`src/rtl/onehot_decoder_if.sv`:
```
// Handshake bundle for onehot_decoder: one-hot request stream in, decoded result stream out.
// master drives the input word and output ready; slave is the decoder side.
interface onehot_decoder_if #(
    parameter int IN_W     = 16,
    parameter int OUT_W    = 4,
    parameter int ERRCNT_W = 8
);
    logic                in_valid;
    logic                in_ready;
    logic [IN_W-1:0]     datain;
    logic                out_valid;
    logic                out_ready;
    logic [OUT_W-1:0]    dataout;
    logic                err;
    logic                multi;
    logic [ERRCNT_W-1:0] err_count;

    modport master (
        output in_valid, datain, out_ready,
        input  in_ready, out_valid, dataout, err, multi, err_count
    );

    modport slave (
        input  in_valid, datain, out_ready,
        output in_ready, out_valid, dataout, err, multi, err_count
    );
endinterface

```
`src/rtl/onehot_decoder.sv`:
```
// One-hot to binary index decoder with illegal-code flags and a saturating error count.
// Latency 2 cycles; in_ready drops only when both stages hold data and the output is stalled.
module onehot_decoder #(
    parameter int IN_W     = 16,
    parameter int OUT_W    = 4,
    parameter int ERRCNT_W = 8
) (
    input  logic             clk,
    input  logic             rst,
    onehot_decoder_if.slave  bus
);

    typedef struct packed {
        logic [OUT_W-1:0] idx;
        logic             err;
        logic             multi;
    } res_t;

    logic                s1_v;
    logic [IN_W-1:0]     s1_d;
    logic                s2_v;
    res_t                res_q;
    res_t                dec;
    logic [ERRCNT_W-1:0] err_count_q;
    logic                s1_adv;
    logic                s2_adv;
    logic                out_xfer;

    assign s2_adv   = !s2_v || bus.out_ready;
    assign s1_adv   = !s1_v || s2_adv;
    assign out_xfer = s2_v && bus.out_ready;

    assign bus.in_ready  = s1_adv && !rst;
    assign bus.out_valid = s2_v;
    assign bus.dataout   = res_q.idx;
    assign bus.err       = res_q.err;
    assign bus.multi     = res_q.multi;
    assign bus.err_count = err_count_q;

    // Downward scan leaves the lowest set bit as the final winner.
    always_comb begin
        dec       = '0;
        dec.multi = |(s1_d & (s1_d - IN_W'(1)));
        dec.err   = ~(|s1_d) | dec.multi;
        for (int i = IN_W - 1; i >= 0; i--) begin
            if (s1_d[i]) begin
                dec.idx = OUT_W'(i);
            end
        end
    end

    always_ff @(posedge clk) begin
        if (rst) begin
            s1_v        <= 1'b0;
            s1_d        <= '0;
            s2_v        <= 1'b0;
            res_q       <= '0;
            err_count_q <= '0;
        end else begin
            if (s1_adv) begin
                s1_v <= bus.in_valid;
                if (bus.in_valid) begin
                    s1_d <= bus.datain;
                end
            end
            if (s2_adv) begin
                s2_v <= s1_v;
                if (s1_v) begin
                    res_q <= dec;
                end
            end
            if (out_xfer && res_q.err && (err_count_q != '1)) begin
                err_count_q <= err_count_q + ERRCNT_W'(1);
            end
        end
    end

endmodule

```
`src/flat_wrapper.sv`:
```
// flat-port wrapper written by rule: the top's interface ports become plain ports
module onehot_decoder_flat 
#(
    parameter int IN_W     = 16,
    parameter int OUT_W    = 4,
    parameter int ERRCNT_W = 8
)
  (clk, rst, bus_in_valid, bus_datain, bus_out_ready, bus_in_ready, bus_out_valid, bus_dataout, bus_err, bus_multi, bus_err_count);
  onehot_decoder_if #(.IN_W(IN_W), .OUT_W(OUT_W), .ERRCNT_W(ERRCNT_W)) bus_i ();
  input  logic clk;
  input  logic rst;
  input wire logic [$bits(bus_i.in_valid)-1:0] bus_in_valid;
  input wire logic [$bits(bus_i.datain)-1:0] bus_datain;
  input wire logic [$bits(bus_i.out_ready)-1:0] bus_out_ready;
  output wire logic [$bits(bus_i.in_ready)-1:0] bus_in_ready;
  output wire logic [$bits(bus_i.out_valid)-1:0] bus_out_valid;
  output wire logic [$bits(bus_i.dataout)-1:0] bus_dataout;
  output wire logic [$bits(bus_i.err)-1:0] bus_err;
  output wire logic [$bits(bus_i.multi)-1:0] bus_multi;
  output wire logic [$bits(bus_i.err_count)-1:0] bus_err_count;
  assign bus_i.in_valid = bus_in_valid;
  assign bus_i.datain = bus_datain;
  assign bus_i.out_ready = bus_out_ready;
  assign bus_in_ready = bus_i.in_ready;
  assign bus_out_valid = bus_i.out_valid;
  assign bus_dataout = bus_i.dataout;
  assign bus_err = bus_i.err;
  assign bus_multi = bus_i.multi;
  assign bus_err_count = bus_i.err_count;
  onehot_decoder #(.IN_W(IN_W), .OUT_W(OUT_W), .ERRCNT_W(ERRCNT_W)) u_core (.clk(clk), .rst(rst), .bus(bus_i));
endmodule
```
`config.mk`:
```
export PLATFORM = sky130hd
export DESIGN_NAME = onehot_decoder_flat
export DESIGN_NICKNAME = d
export VERILOG_FILES = /design/src/rtl/onehot_decoder_if.sv /design/src/rtl/onehot_decoder.sv /design/src/flat_wrapper.sv
export SDC_FILE = /design/constraint.sdc
export NUM_CORES = 1
export LEC_CHECK = 0
export ABC_AREA = 1
export BUFFER_PORTS_ARGS = -buffer_cell sky130_fd_sc_hd__clkbuf_2
export CORE_UTILIZATION = 45
export CTS_CLUSTER_DIAMETER = 120
export DETAILED_ROUTE_END_ITERATION = 7
export PLACE_DENSITY = 0.66
export SYNTH_ARGS = -nofsm -noshare
export SYNTH_HDL_FRONTEND = slang
export SYNTH_SLANG_ARGS = --single-unit
export TNS_END_PERCENT = 1
```
`constraint.sdc`:
```
create_clock -name clk -period 1.6 [get_ports clk]
set_input_delay 0.16 -clock clk [delete_from_list [all_inputs] [get_ports clk]]
set_output_delay 0.16 -clock clk [all_outputs]
set_load 0.02 [all_outputs]
```
==> results of run 1 <==
cell usage in the layout (no fill, tap or decap):
| cell type | n |
|---|---|
| a21oi_1 | 32 |
| a41oi_1 | 1 |
| buf_4 | 7 |
| clkbuf_2 | 35 |
| clkbuf_4 | 5 |
| clkbuf_8 | 2 |
| dfxtp_1 | 31 |
| dfxtp_2 | 1 |
| ha_2 | 1 |
| inv_1 | 35 |
| inv_2 | 2 |
| nand2_1 | 41 |
| nand2_2 | 1 |
| nand2_4 | 1 |
| nand3_1 | 9 |
| nand4_1 | 2 |
| nor2_1 | 21 |
| nor2_2 | 4 |
| nor2_4 | 2 |
| nor3_1 | 1 |
| o211ai_1 | 1 |
| o21ai_0 | 26 |
| o21ai_1 | 3 |
| o21ai_2 | 1 |
| o221ai_1 | 1 |
| o22ai_1 | 1 |
| o31ai_2 | 1 |
repair_timing:
item	4_1_cts	5_1_grt
buffers inserted	0	0
gates resized for setup	2	1
setup endpoints to repair	1	5
hold endpoints to repair	0	0
final timing paths:
kind | start | endpoint | slack, ns
min | rst | u_core.bus.dataout[2] | 0.09
min reg2reg | u_core.bus.dataout[2] | u_core.bus.dataout[2] | 0.47
max | u_core.bus.err_count[1] | u_core.bus.err_count[4] | 0.05
max reg2reg | u_core.bus.err_count[1] | u_core.bus.err_count[4] | 0.05
metal layers:
| layer | wire length, um | vias up |
|---|---|---|
| met5 | 0 | - |
| met4 | 42 | 0 |
| met3 | 168 | 5 |
| met2 | 1277 | 38 |
| met1 | 1794 | 629 |
| li1 | - | 811 |
worst register-to-register path, cell delays in order, from the launching register on:
cell and delay (ns):
dfxtp_2 0.37, ha_2 0.20, nand3_1 0.09, nor2_2 0.12, nand3_1 0.08, nand2_1 0.12, inv_1 0.12, nand3_1 0.11
nor2_1 0.06, o21ai_0 0.14, a21oi_1 0.05
metrics by stage:
stage	util	area, um2	hold slack, ns	worst slack, ns
final	0.5952	1862	0.08543	0.04825
after global routing	0.5952	1862	0.09491	-0.07648
after CTS	0.5944	1859	0.07429	0.04469
after detailed placement	0.5724	1790	0.4295	0.006286
after global placement	0.5724	1790	0.4285	0.009949
after floorplan	-	1526	0.2291	0.02692
flip-flops by register name (all words and copies together) (netlist names):
name	flops
u_core.bus.err_count	8
u_core.bus.out_valid	1
u_core.bus.dataout	4
u_core.s1_v	1
u_core.s1_d	16
u_core.bus.err	1
u_core.bus.multi	1
kinds of logic after synthesis:
group                    Yosys count
AO/OA/AOI/OAI                     67
adder cells (fa/ha/maj)            1
buffers and inverters             42
flip-flops                        32
AND/OR/NAND/NOR                   82
area by class of cell:
type	count	area share
repair buffers	42	0.1223
inverters	37	0.07460
multi-input cells	150	0.3938
clock buffers	7	0.03495
well taps	44	0.02957
flip-flops and latches	32	0.3448
where the power goes:
part	total, mW	internal, mW	switching (mW)
clock network	0.504	0.249	0.255
registers	0.878	0.839	0.0388
logic	0.293	0.115	0.178
==> results.toml, run 1 <==
[run_status]
outcome = "completed"

[routing]
antenna_left = 0
drt-total-wl_um = 3283
vias = 1483
wl_per_cell_um = 10.52
dr.pass1.iters = 4
drcViolationCount = 0
via_per_inst = 4.753
drtIter0Drc = 63

[floorplanning]
start_util = 0.4880
placementRows = 20
fp.dieArea_um2 = 3629
die_w_um = 60.24
core_um2 = 3128
io_pins = 36
die-height_um = 60.24

[logic_synthesis]
synthesis.nets = 245
avgSynthCellArea_um2 = 6.815
yosysTopAreaCell = "dfxtp_1"
synth_top_area_share = 0.4197
yosys.area_share.xor_xnor = 0
synthTopCellsByCount = "41 x nand2_1, 35 x inv_1, 32 x a21oi_1, 32 x dfxtp_1, 26 x o21ai_0"
synthFlopType = "dfxtp_1"
async_reset_ff_frac = 0
synth_top_family_by_area = "compound AO/OA/AOI/OAI gates"
synth-compound-area-share = 0.2344
synthMostInstantiatedCell = "nand2_1"
synth-seq-cells = 32
yosysSeqAreaShare = 0.4197
synth_edf_count = 0
ys_warn_count = 0
synth_cells = 224
synth_area_leaders = "dfxtp_1 42%, a21oi_1 10%, nand2_1 10%"
synthAdderAreaFrac = 0.008197
synthMuxAreaShare = 0
yosys.area_share.simple = 0.2344
ys_types = 24
synthesis.area_um2 = 1526

[sta]
worst_pin_slew_ns = 0.2457
fin_crit_ns = 1.552
hold_viol = 0
drv_slew = 0
max_freq_mhz = 644.4
fin_crit_sh = 0.9698
tns_ns = 0
setup_viol = 0
finalClockSkew_ns = 0.009211
rsz0062_at_grt = "true"
max_slew_margin = 0.8362

[clock_tree]
cts_buffers = 5
clock_sinks = 32
clk_pin_slew_ns = 0.10
cts_buffer_depth = 2
cts_max_level = 2
postCtsHoldBufs = 0
clk_latency_ns = 0.32
cts_root_buf = "clkbuf_4"
cts_tree = "done"

[power_and_ir_drop]
p_leak_nw = 0.8878
peakVddDrop_uv = 520.0
p_total_mw = 1.675
power-per-cell-area_nw_per_um2 = 899.5

[grt]
met2_usage = 0.2653
antenna_found_initial = 0
grt_use_met3 = 0.05195
grt_max_degree = 18
grt_pass1_wl_um = 5306
grt_util_all_layers = 0.2022
busiest_layer = "met1"
use_met1 = 0.3021
overflow = 0
grt_pass1_vias = 1181

[finish]
num-fill-cells = 300
layout-drive-gt1-share = 0.2351
area_delta_synth_final_pct = 21.97
fin_nets = 289
multi_input_area_um2 = 733.2
antenna_cells = 0
regArea_um2 = 641.9
fin_cells = 312

[worst_hold_path]
hold_path.class = "in -> reg"
min_path_cells = 2

[setup_path]
path_delay_family = "simple AND/OR/NAND/NOR gates"
worst-path-max-fanout = 6
cp_common_cell = "nand3_1"
slowest_delay_ns = 0.37
startpoint_type = "flip-flop"
cp.arrival_ns = 1.78
crit_required_ns = 1.82
crit_buf_inv = 1
critical_path_class = "reg -> reg"
path_depth = 10
r2r_cells = 10
cpMaxStageDelayCell = "dfxtp_2"
path_cells = "ha_2, nand3_1, nor2_2, nand3_1, nand2_1, inv_1, nand3_1, nor2_1, o21ai_0, a21oi_1"
end_kind = "flip-flop"

[placement]
globalplace.congestion = 0.8177
hpwl_um = 2566
io_buffers = 35
dp_cells = 305

[job]
maxCapViolCount = 0
No activity file was read; power rests on OpenSTA's default activity.
==> run 2: changes to the inputs <==
--- a/config.mk
+++ b/config.mk
@@ -5,7 +5,6 @@
 export SDC_FILE = /design/constraint.sdc
 export NUM_CORES = 1
 export LEC_CHECK = 0
-export ABC_AREA = 1
 export BUFFER_PORTS_ARGS = -buffer_cell sky130_fd_sc_hd__clkbuf_2
 export CORE_UTILIZATION = 45
 export CTS_CLUSTER_DIAMETER = 120
==> run 2 against run 1 <==
Compared with the run above: the run now ends with negative setup slack left; cell count shrank 4.8%; synthesized cell count shrank 13%; non-clock buffer count grew 15; via count grew 5.5%; register-to-register slack lost 0.18 ns; clock skew grew 0.0018 ns; critical path type unchanged; largest power group unchanged.
==> results.toml, run 2 <==
[run_status]
outcome = "complete, but fails checks"
violations = "negative setup slack"

[setup_path]
rrSetupSlack_ns = -0.14
end_kind = "flip-flop"
cpMaxStageDelayCell = "or4b_4"
crit_required_ns = 1.82
slowest_delay_ns = 0.51
cp.arrival_ns = 1.96
path_cells = "nor3_2, o211ai_1, or4b_4, a2111oi_4, a21oi_1"
r2r-start = "u_core.s1_d[11]"
worstReg2RegEnd = "u_core.bus.multi"
r2r_cells = 5
worst-path-max-fanout = 7
critical_path_class = "reg -> reg"
startpoint_type = "flip-flop"
path_delay_family = "simple AND/OR/NAND/NOR gates"
crit_buf_inv = 0

[floorplanning]
io_pins = 36
die-height_um = 60.03
die_w_um = 60.03
core_um2 = 3128
placementRows = 20
fp.dieArea_um2 = 3603
start_util = 0.4844

[power_and_ir_drop]
internal-power_mw = 1.399
p_total_mw = 1.893
p_switching_uw = 494.5
peakVddDrop_uv = 544.1
comb_power_share = 0.170
p_leak_nw = 0.8565
pwr-share-seq = 0.460
swShare = 0.2612
power-per-cell-area_nw_per_um2 = 925.4
clockPowerShare = 0.369

[routing]
drcViolationCount = 0
dr.pass1.iters = 4
antenna_left = 0
wl_per_cell_um = 12.61
vias = 1565
drtIter0Drc = 96
via_per_inst = 5.269
drt-total-wl_um = 3746

[finish]
largest-register = "u_core.s1_d"
largest_register_ffs = 16
area_delta_synth_final_pct = 35.01
antenna_cells = 0
num-fill-cells = 287
final_cell_mix = "39 x nand2_1, 35 x clkbuf_2, 27 x a21oi_1"
layout-drive-gt1-share = 0.3360
final_core_util = 0.6540
fin_nets = 273
finalInstanceArea_um2 = 2046
multi_input_area_um2 = 874.6
regArea_um2 = 650.6
layout_commonest_cell = "nand2_1"

[logic_synthesis]
ys_types = 39
synth_top_area_share = 0.4228
synth_top_family_by_area = "simple AND/OR/NAND/NOR gates"
synth_edf_count = 0
synthAdderAreaFrac = 0.01486
yosys.area_share.simple = 0.2700
yosys.area_share.xor_xnor = 0.04046
async_reset_ff_frac = 0
synthFlopType = "dfxtp_1"
synthesis.area_um2 = 1515
ys_warn_count = 0
synth_area_leaders = "dfxtp_1 42%, nand2_1 9.7%, a21oi_1 8.9%"
synthTopCellsByCount = "39 x nand2_1, 32 x dfxtp_1, 27 x a21oi_1"
yosysTopAreaCell = "dfxtp_1"
synth_cells = 194
synth-compound-area-share = 0.2130
synthesis.nets = 215
synthMostInstantiatedCell = "nand2_1"
synth-seq-cells = 32
synthMuxAreaShare = 0.006606
avgSynthCellArea_um2 = 7.810
yosysSeqAreaShare = 0.4228

[sta]
max_slew_margin = 0.7365
fin_crit_ns = 1.735
hold_slack_ns = 0.01959
max_freq_mhz = 576.2
hold_viol = 0
rsz0062_at_grt = "true"
drv_slew = 0
fin_ws_ns = -0.1354
worst_pin_slew_ns = 0.3853
finalClockSkew_ns = 0.01103
setup_viol = 3
fin_crit_sh = 1.085

[grt]
grt_max_degree = 20
grt_pass1_wl_um = 6113
grt_pass1_vias = 1396
overflow = 0
grt_util_all_layers = 0.2350
antenna_found_initial = 0

[placement]
post-place-ws_ns = -0.1851
hpwl_um = 2758
globalplace.congestion = 0.8121
io_buffers = 35
post_dp_cell_area_um2 = 1896

[clock_tree]
cts_buffers = 5
cts_max_level = 2
cts_tree = "done"
clk_latency_ns = 0.34
cts_setup_buffers = 0
clk_pin_slew_ns = 0.11
cts_buffer_depth = 2
cts_root_buf = "clkbuf_4"
clock_sinks = 32

[worst_hold_path]
hold_path.class = "in -> reg"
hp-start = "bus_datain[0]"
min_to = "u_core.s1_d[0]"
min_path_cells = 3

[job]
maxCapViolCount = 0
-- run 2: cell types whose count changed in the layout (fill, tap and decap cells not counted), moves of 4 or more --
| cell | delta |
|---|---|
| dfxtp_2 | +4 |
| nor2_2 | -4 |
| a21oi_1 | -5 |
| nor3_1 | +4 |
| nand3_1 | -5 |
| dfxtp_1 | -5 |
| buf_4 | +14 |
| xnor2_1 | +5 |
| o21ai_0 | -21 |
| inv_1 | -28 |
| nor3_2 | +4 |
-- run 2: through the flow --
stage               setup TNS, ns  cells
finish                    -0.3031    297
global route              -0.5043    297
detailed placement        -0.4483    289
CTS                       -0.2836    297
floorplan                 -0.9935    194
global placement          -0.3190    289
-- run 2: per-layer routing --
layer | wire length, um | part of all wire | global-route usage | up-vias
met3 | 214 | 0.057 | 0.08009 | 8
met2 | 1752 | 0.47 | 0.3921 | 43
met5 | 0 | 0 | 0 | -
met1 | 1705 | 0.46 | 0.2767 | 720
met4 | 73 | 0.019 | 0.08970 | 0
li1 | - | - | - | 794
-- run 2: kinds of logic after synthesis --
logic type      after synthesis
compound gates               50
xor+xnor                      7
fa+ha+maj                     2
buf+inv                      13
flops                        32
mux                           1
simple gates                 89
-- run 2: power by group through the flow --
stage / clock network [mW] / logic (mW) / registers, mW
3_3_place_gp: 0 / 0.299 / 0.882
4_1_cts: 0.711 / 0.318 / 0.868
5_1_grt: 0.748 / 0.356 / 0.876
3_5_place_dp: 0 / 0.307 / 0.885
2_1_floorplan: 0 / 0.168 / 0.899
6_report: 0.699 / 0.322 / 0.871
-- run 2: worst reg2reg max path, stage by stage, from the launching register on --
cell and delay [ns]:
dfxtp_4 0.38, nor3_2 0.19, o211ai_1 0.12, or4b_4 0.51
a2111oi_4 0.32, a21oi_1 0.10
-- run 2: cell type report --
cell class,count,share of cell area
repair buffers,57,0.1682
inverters,7,0.01284
clock buffers,7,0.03180
flip-flops and latches,32,0.3180
clock inverters,1,0.01468
multi-input cells,149,0.4275
well taps,44,0.02691
-- run 2: timing repair --
item | 4_1_cts | 5_1_grt
pin swaps | 5 | 1
setup endpoints to repair | 3 | 4
hold buffers | 0 | 0
gates resized for setup | 10 | 7
-- run 2: how the worst max path moves through the flow --
stage,startpoint,depth (start not counted),endpoint,slack [ns]
after floorplan,u_core.bus.err_count[0],6,u_core.bus.err_count[5],-0.12
after global placement,u_core.s1_d[11],5,u_core.bus.err,-0.14
after detailed placement,u_core.s1_d[11],5,u_core.bus.err,-0.19
after CTS,u_core.s1_d[9],5,u_core.bus.err,-0.11
after global routing,u_core.s1_d[9],5,u_core.bus.err,-0.21
final,u_core.s1_d[11],5,u_core.bus.multi,-0.14
==> run 3: changes to the inputs <==
==> constraint.sdc (replaced) <==
create_clock -name clk -period 1.6 [get_ports clk]
set_input_delay 0.08 -clock clk [delete_from_list [all_inputs] [get_ports clk]]
set_output_delay 0.08 -clock clk [all_outputs]
set_load 0.02 [all_outputs]
==> run 3 against run 2 <==
Compared with the run above: the run still ends with negative setup slack left; worst setup slack gained 0.0014 ns; critical path type unchanged; clock-buffer cell count is the same; non-clock buffer count grew 16; cell area grew 7.2%; clock power is essentially flat; maximum frequency is essentially flat; register-to-register slack is essentially flat; sequential share of layout area shrank 2.3 points; critical path depth is the same; die area is the same.
==> results.toml, run 3 (same netlist as run 2, synthesis figures left out) <==
[run_status]
outcome = "complete, but fails checks"
violations = "negative setup slack"

[grt]
grt_pass1_vias = 1443
grt_util_all_layers = 0.2427
overflow = 0
grt_max_degree = 20
antenna_found_initial = 0
grt_pass1_wl_um = 6348

[routing]
drt-total-wl_um = 3903
wl_per_cell_um = 12.47
via_per_inst = 5.157
drcViolationCount = 0
antenna_left = 0
vias = 1614
dr.pass1.iters = 4
drtIter0Drc = 113

[setup_path]
slowest_delay_ns = 0.53
end_kind = "flip-flop"
crit_required_ns = 1.83
critical_path_class = "reg -> reg"
r2r-start = "u_core.s1_d[9]"
r2r_cells = 5
path_cells = "or4_4, nand2b_4, buf_6, a2111oi_4, a21oi_1"
crit_buf_inv = 1
worst-path-max-fanout = 5
worstReg2RegEnd = "u_core.bus.err"
cpMaxStageDelayCell = "or4_4"
rrSetupSlack_ns = -0.13
path_delay_family = "simple AND/OR/NAND/NOR gates"
cp.arrival_ns = 1.97
startpoint_type = "flip-flop"

[sta]
max_freq_mhz = 576.7
rsz0062_at_grt = "true"
finalClockSkew_ns = 0.009404
worst_pin_slew_ns = 0.3791
fin_ws_ns = -0.1340
fin_crit_ns = 1.734
drv_slew = 0
fin_crit_sh = 1.084
max_slew_margin = 0.7407
setup_viol = 3
hold_viol = 0

[floorplanning]
start_util = 0.4844
placementRows = 20
fp.dieArea_um2 = 3603
core_um2 = 3128
die_w_um = 60.03
die-height_um = 60.03
io_pins = 36

[finish]
area_delta_synth_final_pct = 44.76
layout_commonest_cell = "nand2_1"
final_cell_mix = "39 x nand2_1, 35 x clkbuf_2, 28 x dfxtp_1"
largest-register = "u_core.s1_d"
finalInstanceArea_um2 = 2193
antenna_cells = 0
largest_register_ffs = 16
layout-drive-gt1-share = 0.3011
num-fill-cells = 271
fin_nets = 289
final_core_util = 0.7012
regArea_um2 = 648.1
multi_input_area_um2 = 864.6

[power_and_ir_drop]
peakVddDrop_uv = 553.9
power-per-cell-area_nw_per_um2 = 875.1
p_leak_nw = 0.9219

[worst_hold_path]
hp-start = "bus_in_valid"
hold_path.class = "in -> reg"
min_path_cells = 3
min_to = "u_core.s1_v"

[clock_tree]
clk_pin_slew_ns = 0.11
cts_root_buf = "clkbuf_4"
cts_tree = "done"
cts_buffer_depth = 2
cts_max_level = 2
clock_sinks = 32
clk_latency_ns = 0.34
cts_buffers = 5

[placement]
hpwl_um = 2758
io_buffers = 35
globalplace.congestion = 0.8121
post-place-ws_ns = -0.1851
post_dp_cell_area_um2 = 1896

[job]
maxCapViolCount = 0
-- run 3: cell count changes in the layout (fill, tap and decap cells not counted), sizes merged --
cell	before	now
dlygate4sd3	0	16
-- run 3: metrics by stage --
stage / power (mW) / std cells / hold WS [ns] / TNS, ns
floorplan: 1.067 / 194 / 0.1812 / -0.9935
detailed placement: 1.192 / 289 / 0.3100 / -0.4483
finish: 1.919 / 313 / 0.005984 / -0.2975
CTS: 1.928 / 313 / 0.003980 / -0.2836
global route: 2.010 / 313 / 0.02194 / -0.5260
global placement: 1.181 / 289 / 0.3013 / -0.3190
-- run 3: layout make-up --
cell class                      count  area share
Multi-Input combinational cell    149      0.3942
Clock buffer                        7     0.02966
Tap cell                           44     0.02510
Inverter                            7     0.01198
Sequential cell                    32      0.2955
Clock inverter                      1     0.01369
Timing Repair Buffer               73      0.2299
-- run 3: report_power, final --
group	internal, mW	total, mW	switching (mW)
Sequential	0.832	0.868	0.0356
Combinational	0.176	0.353	0.178
Clock	0.415	0.698	0.284
-- run 3: how the worst max path moves through the flow --
stage | start | endpoint | cells past startpoint
2_1_floorplan | u_core.bus.err_count[0] | u_core.bus.err_count[5] | 6
3_3_place_gp | u_core.s1_d[11] | u_core.bus.err | 5
3_5_place_dp | u_core.s1_d[11] | u_core.bus.err | 5
5_1_grt | u_core.s1_d[11] | u_core.bus.err | 5
4_1_cts | u_core.s1_d[9] | u_core.bus.err | 5
6_report | u_core.s1_d[9] | u_core.bus.err | 5
-- run 3: routing by layer --
metal / track usage / routed length [um] / vias up / share of wire
met5: 0 / 0 / - / 0
met4: 0.08970 / 41 / 0 / 0.011
met3: 0.08009 / 265 / 5 / 0.068
met2: 0.4016 / 1919 / 52 / 0.49
met1: 0.2914 / 1676 / 734 / 0.43
li1: - / - / 823 / -
-- run 3: worst reg2reg max path, cell delays in order (launching register included) --
cell,delay (ns)
dfxtp_2,0.36
or4_4,0.54
nand2b_4,0.17
buf_6,0.13
a2111oi_4,0.32
a21oi_1,0.11
-- run 3: what timing repair did --
action	in CTS	in global routing
gates resized for setup	10	2
setup endpoints to repair	3	4
endpoints found under the hold margin	16	0
buffers inserted	0	0
pin swaps	5	1
hold buffers	16	0
